## config.mk

```make
export PLATFORM = sky130hd
export DESIGN_NAME = mem_arbiter
export DESIGN_NICKNAME = d
export VERILOG_FILES = /design/src/rtl/mem_arb_pkg.sv /design/src/rtl/mem_arbiter_burst_counter.sv /design/src/rtl/mem_arbiter.sv
export SDC_FILE = /design/constraint.sdc
export NUM_CORES = 1
export LEC_CHECK = 0
export ABC_AREA = 1
export CORE_AREA = 2 2 106 108
export CTS_CLUSTER_DIAMETER = 40
export DETAILED_ROUTE_END_ITERATION = 12
export DIE_AREA = 0 0 108 110
export GPL_ROUTABILITY_DRIVEN = 0
export HOLD_SLACK_MARGIN = 0.06
export PLACE_DENSITY = 0.73
export SYNTH_ARGS = -nofsm -noshare
export SYNTH_HDL_FRONTEND = slang
export SYNTH_SLANG_ARGS = --single-unit
```

## constraint.sdc

```tcl
create_clock -name MEM_CLK -period 3.55 [get_ports MEM_CLK]
set_clock_uncertainty 0.1 [all_clocks]
set_input_delay 0.8875 -clock MEM_CLK [delete_from_list [all_inputs] [get_ports MEM_CLK]]
set_output_delay 0.8875 -clock MEM_CLK [all_outputs]
set_load 0.1 [all_outputs]
```

## src/rtl/mem_arb_pkg.sv

```systemverilog
// Shared types for the memory arbiter: FSM state encoding
// and the fixed main-memory transfer size.
package mem_arb_pkg;

    typedef enum logic [2:0] {
        IDLE,
        IC_RD,
        DC_RD,
        DC_WR,
        DONE
    } arb_state_t;

    localparam logic [1:0] MM_SIZE_WORD = 2'b10;

endpackage

```

## src/rtl/mem_arbiter_burst_counter.sv

```systemverilog
// Beat counter for one line burst.
// Ports: MEM_CLK, RST, clear (restart at 0), inc (beat done),
//        beat (current index), last (beat == N-1).
module burst_counter #(
    parameter int N = 8
) (
    input  logic                 MEM_CLK,
    input  logic                 RST,
    input  logic                 clear,
    input  logic                 inc,
    output logic [$clog2(N)-1:0] beat,
    output logic                 last
);

    localparam int BW = $clog2(N);

    always_ff @(posedge MEM_CLK or posedge RST) begin
        if (RST)
            beat <= '0;
        else if (clear)
            beat <= '0;
        else if (inc)
            beat <= beat + 1'b1;
    end

    assign last = (beat == BW'(N - 1));

endmodule

```

## src/rtl/mem_arbiter.sv

```systemverilog
// Round-robin arbiter sharing main memory between the I- and
// D-cache for whole-line bursts (IC fill, DC fill, DC writeback).
// Ports: MEM_CLK/RST; IC_* and DC_* requester sides (req, addr,
//        grant, beat strobes, data, done); MM_* memory command side.
module mem_arbiter
    import mem_arb_pkg::*;
#(
    parameter int LINE_WORDS = 8,
    parameter int ADDR_W     = 32
) (
    input  logic              MEM_CLK,
    input  logic              RST,
    input  logic              IC_REQ,
    input  logic [ADDR_W-1:0] IC_ADDR,
    output logic              IC_GNT,
    output logic              IC_DVALID,
    output logic              IC_DONE,
    output logic [31:0]       IC_DATA,
    input  logic              DC_REQ,
    input  logic              DC_WE,
    input  logic [ADDR_W-1:0] DC_ADDR,
    input  logic [31:0]       DC_WDATA,
    output logic              DC_GNT,
    output logic              DC_DVALID,
    output logic              DC_WREADY,
    output logic              DC_DONE,
    output logic [31:0]       DC_DATA,
    output logic              MM_RDEN,
    output logic              MM_WE,
    output logic [ADDR_W-1:0] MM_ADDR,
    output logic [31:0]       MM_DIN,
    output logic [1:0]        MM_SIZE,
    input  logic [31:0]       MM_DOUT,
    input  logic              MM_VALID
);

    localparam int BW    = $clog2(LINE_WORDS);
    localparam int OFF_W = BW + 2;
    localparam logic [ADDR_W-1:0] OFF_MASK =
        ADDR_W'((1 << OFF_W) - 1);

    arb_state_t        state;
    arb_state_t        state_nxt;
    logic [ADDR_W-1:0] base;
    logic              owner_dc;
    // 1 = DC held the bus last, so IC wins the next tie.
    logic              last_gnt_dc;
    logic              grant;
    logic              pick_dc;
    logic              active;
    logic              beat_done;
    logic [BW-1:0]     beat;
    logic              beat_last;

    assign active    = (state == IC_RD) || (state == DC_RD)
                    || (state == DC_WR);
    assign beat_done = active && MM_VALID;

    burst_counter #(
        .N (LINE_WORDS)
    ) u_cnt (
        .MEM_CLK (MEM_CLK),
        .RST     (RST),
        .clear   (grant),
        .inc     (beat_done),
        .beat    (beat),
        .last    (beat_last)
    );

    always_ff @(posedge MEM_CLK or posedge RST) begin
        if (RST)
            state <= IDLE;
        else
            state <= state_nxt;
    end

    always_comb begin
        state_nxt = state;
        grant     = 1'b0;
        pick_dc   = 1'b0;
        unique case (state)
            IDLE: begin
                if (IC_REQ || DC_REQ) begin
                    grant   = 1'b1;
                    pick_dc = (IC_REQ && DC_REQ) ? !last_gnt_dc
                                                 : DC_REQ;
                    if (!pick_dc)
                        state_nxt = IC_RD;
                    else if (DC_WE)
                        state_nxt = DC_WR;
                    else
                        state_nxt = DC_RD;
                end
            end
            IC_RD, DC_RD, DC_WR: begin
                if (MM_VALID && beat_last)
                    state_nxt = DONE;
            end
            DONE:    state_nxt = IDLE;
            default: state_nxt = IDLE;
        endcase
    end

    always_ff @(posedge MEM_CLK or posedge RST) begin
        if (RST) begin
            base        <= '0;
            owner_dc    <= 1'b0;
            last_gnt_dc <= 1'b1;
        end else begin
            if (grant) begin
                base     <= (pick_dc ? DC_ADDR : IC_ADDR) & ~OFF_MASK;
                owner_dc <= pick_dc;
            end
            if (state == DONE)
                last_gnt_dc <= owner_dc;
        end
    end

    assign IC_GNT    = (state != IDLE) && !owner_dc;
    assign DC_GNT    = (state != IDLE) && owner_dc;
    assign IC_DVALID = (state == IC_RD) && MM_VALID;
    assign DC_DVALID = (state == DC_RD) && MM_VALID;
    assign DC_WREADY = (state == DC_WR) && MM_VALID;
    assign IC_DONE   = (state == DONE) && !owner_dc;
    assign DC_DONE   = (state == DONE) && owner_dc;
    assign IC_DATA   = IC_DVALID ? MM_DOUT : 32'h0;
    assign DC_DATA   = DC_DVALID ? MM_DOUT : 32'h0;

    assign MM_RDEN = (state == IC_RD) || (state == DC_RD);
    assign MM_WE   = (state == DC_WR);
    assign MM_ADDR = base
                   + {{(ADDR_W - BW - 2){1'b0}}, beat, 2'b00};
    assign MM_DIN  = MM_WE ? DC_WDATA : 32'h0;
    assign MM_SIZE = MM_SIZE_WORD;

endmodule
```

=== Word level (Yosys, flattened, before mapping) ===
Index checks and enable logic that the tools add are counted.

* Add/sub/neg operators: 2
* Multiply operators: 0
* Divide/modulo/power cells: 0
* Magnitude comparators: 0
* Equal/unequal tests: 7
* Shift-type cells: 0
* Mux-type cells: 16
* Bitwise operators: 0
* Reduce and logical (&&, ||, !) cells: 20

{| class="wikitable"
|+ Operator list
! cell !! count
|-
| 32-bit two-way mux || 4
|-
| 32-bit by 5-bit adder with 32-bit output || 1
|-
| 3-bit two-way mux || 4
|-
| 1-bit logical AND || 10
|-
| 3-bit by 2-bit equality test with 1-bit output, second input constant || 2
|-
| 3-bit equality test, second input constant || 2
|-
| 1-bit two-way mux || 6
|-
| 3-bit case mux with 2 select lines || 1
|-
| 2-bit inequality test, second input constant || 2
|-
| 3-bit by 1-bit adder with 3-bit output, second input constant || 1
|-
| 3-bit by 1-bit equality test with 1-bit output, second input constant || 1
|-
| 3-bit logical NOT || 1
|-
| 1-bit logical OR || 3
|-
| 3-bit nonzero test || 1
|-
| 3-bit OR reduction || 1
|-
| 1-bit logical NOT || 2
|-
| 2-bit two-way mux || 1
|-
| 2-bit AND reduction || 1
|-
| 2-bit nonzero test || 1
|}

* Bits in registers: 35
* Bits in latches: 0
* RAM bits: 0
* Memory bits (read-only): 0
* Input bits: 134
* Output and inout port bits: 139
* Logic and storage cells: 50
* Memories kept: 0

=== Longest topological paths before layout ===
* Depth after elaboration: 6
* Mapped depth: 8
* Depth with buffers taken out: 7

=== Hierarchy ===
From an unflattened synthesis, not the netlist that was laid out.

* Cell total of the unflattened synthesis: 452
* Area, all modules: 2756.4 um^2

{| class="wikitable"
|+ By module, submodules not included
! module !! times used !! cells an instance !! area each (um^2) !! sequential area each (um^2)
|-
| mem_arbiter || 1 || 434 || 2601.2 || 802.0
|-
| burst_counter || 1 || 18 || 155.1 || 75.1
|}

=== Worst setup path after synthesis ===
OpenSTA, ideal clock, no wires.

* Path kind: reg2out
* Start point: register state[2]
* End point: output port MM_DIN[10]
* Arrival: 3539 ps
* Data required time: 2562 ps
* Setup slack: -976 ps
* Cell stages (with the launch flop): 7
* Buffers on the path: 1
* Cell sequence: dfrtp_1 > inv_2 > nand2_1 > nor2_1 > inv_2 > buf_4 > nor2_1

* Cells in the longest elaborated chain, start to end: 2

{| class="wikitable"
|+ Ends and longest elaborated chain
! element !! line !! source
|-
| start: declaration || mem_arbiter.sv:42 || <nowiki>arb_state_t state;</nowiki>
|-
| start signal: assignment || mem_arbiter.sv:74 || <nowiki>state <= state_nxt;</nowiki>
|-
| 3-bit by 2-bit equality test with 1-bit output || mem_arbiter.sv:130 || <nowiki>assign MM_WE = (state == DC_WR);</nowiki>
|-
| net MM_WE || mem_arbiter.sv:29 || <nowiki>output logic MM_WE,</nowiki>
|-
| 32-bit two-way mux || mem_arbiter.sv:133 || <nowiki>assign MM_DIN = MM_WE ? DC_WDATA : 32'h0;</nowiki>
|-
| end: declaration || mem_arbiter.sv:31 || <nowiki>output logic [31:0] MM_DIN,</nowiki>
|}

The timed path passes the listed nets, and every way through them passes these cells.

=== Final worst setup path ===
* Start point: input port MM_VALID
* End point: output port DC_DATA[18]

* Cells in the longest elaborated chain, start to end: 2

{| class="wikitable"
|+ Ends and longest elaborated chain
! element !! line !! source
|-
| start: declaration || mem_arbiter.sv:34 || <nowiki>input logic MM_VALID</nowiki>
|-
| 1-bit logical AND || mem_arbiter.sv:122 || <nowiki>assign DC_DVALID = (state == DC_RD) && MM_VALID;</nowiki>
|-
| 32-bit two-way mux || mem_arbiter.sv:127 || <nowiki>assign DC_DATA = DC_DVALID ? MM_DOUT : 32'h0;</nowiki>
|-
| end: declaration || mem_arbiter.sv:27 || <nowiki>output logic [31:0] DC_DATA,</nowiki>
|}

No other way between the ends.

==> results.json <==
{
  "status": "complete, no violations",
  "overflow": 0,
  "slowest_delay_ns": 0.54,
  "clkTransAtPathRegs_ns": 0.07,
  "track_usage": 0.188,
  "cts_resized": 0,
  "synth_seq_cells": 35,
  "powerDensity_mw_per_mm2": 971,
  "die_h_um": 110,
  "vias": 3467,
  "report.final.slew_viol_count": 0,
  "synthesis.area_mm2": 0.00267,
  "layout-area-overhead-vs-synth_pct": 139,
  "grt_max_degree": 37,
  "die_x_um": 108,
  "antenna_found_initial": 3,
  "grt_setup_unrepaired": "false",
  "grt_pass1_wl_um": 17500,
  "synth.distinct_cells": 23,
  "p_total_uw": 6210,
  "drive_above_1_share": 0.239,
  "yosys_most_used_dff": "dfrtp_1",
  "synth_commonest_cells": "nor2_1 (160), nand2_1 (103), inv_1 (77), dfrtp_1 (34), o21bai_1 (19)",
  "arrival_ns": 2.20,
  "path_delay_family": "buffers and inverters",
  "fin_area_mm2": 0.00640,
  "fin_util": 0.598,
  "cp.buffers_inverters": 3,
  "nFillCells": 944,
  "synth.area.top_cells": "dfrtp_1 (32%), nor2_1 (22%), nand2_1 (14%)",
  "ir_drop_v": 0.000675,
  "end_kind": "primary output",
  "rows": 38,
  "firstDrtPassIters": 4,
  "grt_pass1_vias": 3477,
  "dpl.cell_count": 826,
  "timing.fmax_mhz": 314,
  "core_area_mm2": 0.0107,
  "fin_crit_ns": 3.19,
  "cts_buffers": 5,
  "yosysMostFrequentCell": "nor2_1",
  "root_buffer": "clkbuf_8",
  "drcViolationCount": 0,
  "pin_count": 273,
  "drt_iter0_markers": 138,
  "syn_inst": 448,
  "start_util": 0.250,
  "cap_violations": 0,
  "stdcell_count": 836,
  "htree_levels": 2,
  "setup_viol": 0,
  "hp-class": "reg2reg",
  "synth_seq_area_share": 0.328,
  "yosysTopAreaCell": "dfrtp_1",
  "crit_chain": "clkdlybuf4s50_1, nand2_1, buf_4, nor2_1, buf_12",
  "netlist.area_leader.share": 0.318,
  "path_max_fanout": 33,
  "p_leak_uw": 0.00324,
  "clock_sinks": 35,
  "via_per_inst": 4.15,
  "placed_area_mm2": 0.00627,
  "detailedPlace.worstSlack_ns": 0.350,
  "max_slew_margin": 0.542,
  "dp_hpwl_um": 9970,
  "multi_input_area_mm2": 0.00135,
  "synthArstFlopShare": 1.00,
  "critPathSlowestCell": "clkdlybuf4s50_1",
  "post_cts_buffers": 0,
  "ff_latch_area_um2": 877,
  "numPortBuffers": 258,
  "clock_latency_ns": 0.28,
  "critPathLaunchType": "primary input",
  "synth-edff-count": 0,
  "drt-wirelength-per-cell_um": 13.9,
  "antenna_left": 0,
  "layout.nets": 829,
  "worst_slew_pin_slew_ns": 0.686,
  "layout_setup_ws_ns": 0.362,
  "required_ns": 2.56,
  "path_class": "in2out",
  "die-area_mm2": 0.0119,
  "cts_tree": "built",
  "wl_um": 11600,
  "yosysWarnings": 0,
  "hold_buffers": 0,
  "hold_viol": 0,
  "synth.avg_cell_area_um2": 5.97,
  "post-route-period-util": 0.898,
  "clk_path_buf_depth": 2
}
## registers in the layout, summed over array words and instances, names as in the netlist
signal       count
base            27
state            3
u_cnt.beat       3
last_gnt_dc      1
owner_dc         1
## worst paths after layout
path / start / to / slack [ns] / depth (start not counted)
max: MM_VALID / DC_DATA[18] / 0.36 / 5
min: base[11] / base[11] / 0.38 / 2
max reg2reg: state[0] / base[8] / 1.73 / 6
min reg2reg: base[11] / base[11] / 0.38 / 2
max in group asynchronous: RST / base[11] / 1.73 / 3
min in group asynchronous: RST / base[25] / 0.92 / 2
## cell type report
class	count	share of cell area
clock inverter	2	0.00548
multi-input combinational	308	0.210
tap	140	0.0274
clock buffer	6	0.0129
antenna	2	0.000782
sequential	35	0.137
inverter	79	0.0464
timing repair buffer	264	0.559
## through the flow
stage	TNS, ns	hold WS, ns
6_report	0	0.384
5_1_grt	0	0.421
4_1_cts	0	0.386
3_5_place_dp	0	0.367
3_3_place_gp	0	0.366
2_1_floorplan	-14.35	0.368
## where the power goes
part / internal [µW] / total [µW] / switching, µW
combinational: 1400 / 5150 / 3750
sequential: 571 / 689 / 117
clock: 227 / 369 / 142
## worst min-delay path: stages (launching register included)
cell	delay [ns]
dfrtp_1	0.35
nand2_1	0.06
nand2_1	0.05
## layout by cell type (no fill, tap or decap), types with 2 or more instances in the layout
cell,Yosys,routed
buf_12,0,103
buf_4,8,38
clkbuf_8,0,6
clkdlybuf4s50_1,0,123
conb_1,2,4
dfrtp_1,34,34
diode_2,0,2
ha_1,2,2
inv_1,77,77
inv_2,2,2
nand2_1,103,102
nand3_1,3,3
nor2_1,160,159
o21ai_0,2,2
o21bai_1,19,19
o21bai_2,8,8
## routing by layer
layer / global-route usage / vias to the layer above / part of all wire
li1: - / 1764 / -
met1: 0.197 / 1536 / 0.37
met2: 0.351 / 145 / 0.51
met3: 0.0653 / 20 / 0.094
met4: 0.0668 / 2 / 0.024
met5: 0 / - / 0.0010
## cell families after synthesis
| kind of cell | after synthesis | share of synthesized area |
|---|---|---|
| AO/OA/AOI/OAI | 30 | 0.0931 |
| buffers and inverters | 107 | 0.173 |
| other | 2 | 0.00281 |
| AND/OR/NAND/NOR | 272 | 0.394 |
| flip-flops | 35 | 0.328 |
| adder cells (fa/ha/maj) | 2 | 0.00936 |
(Power assumes the default switching activity.)
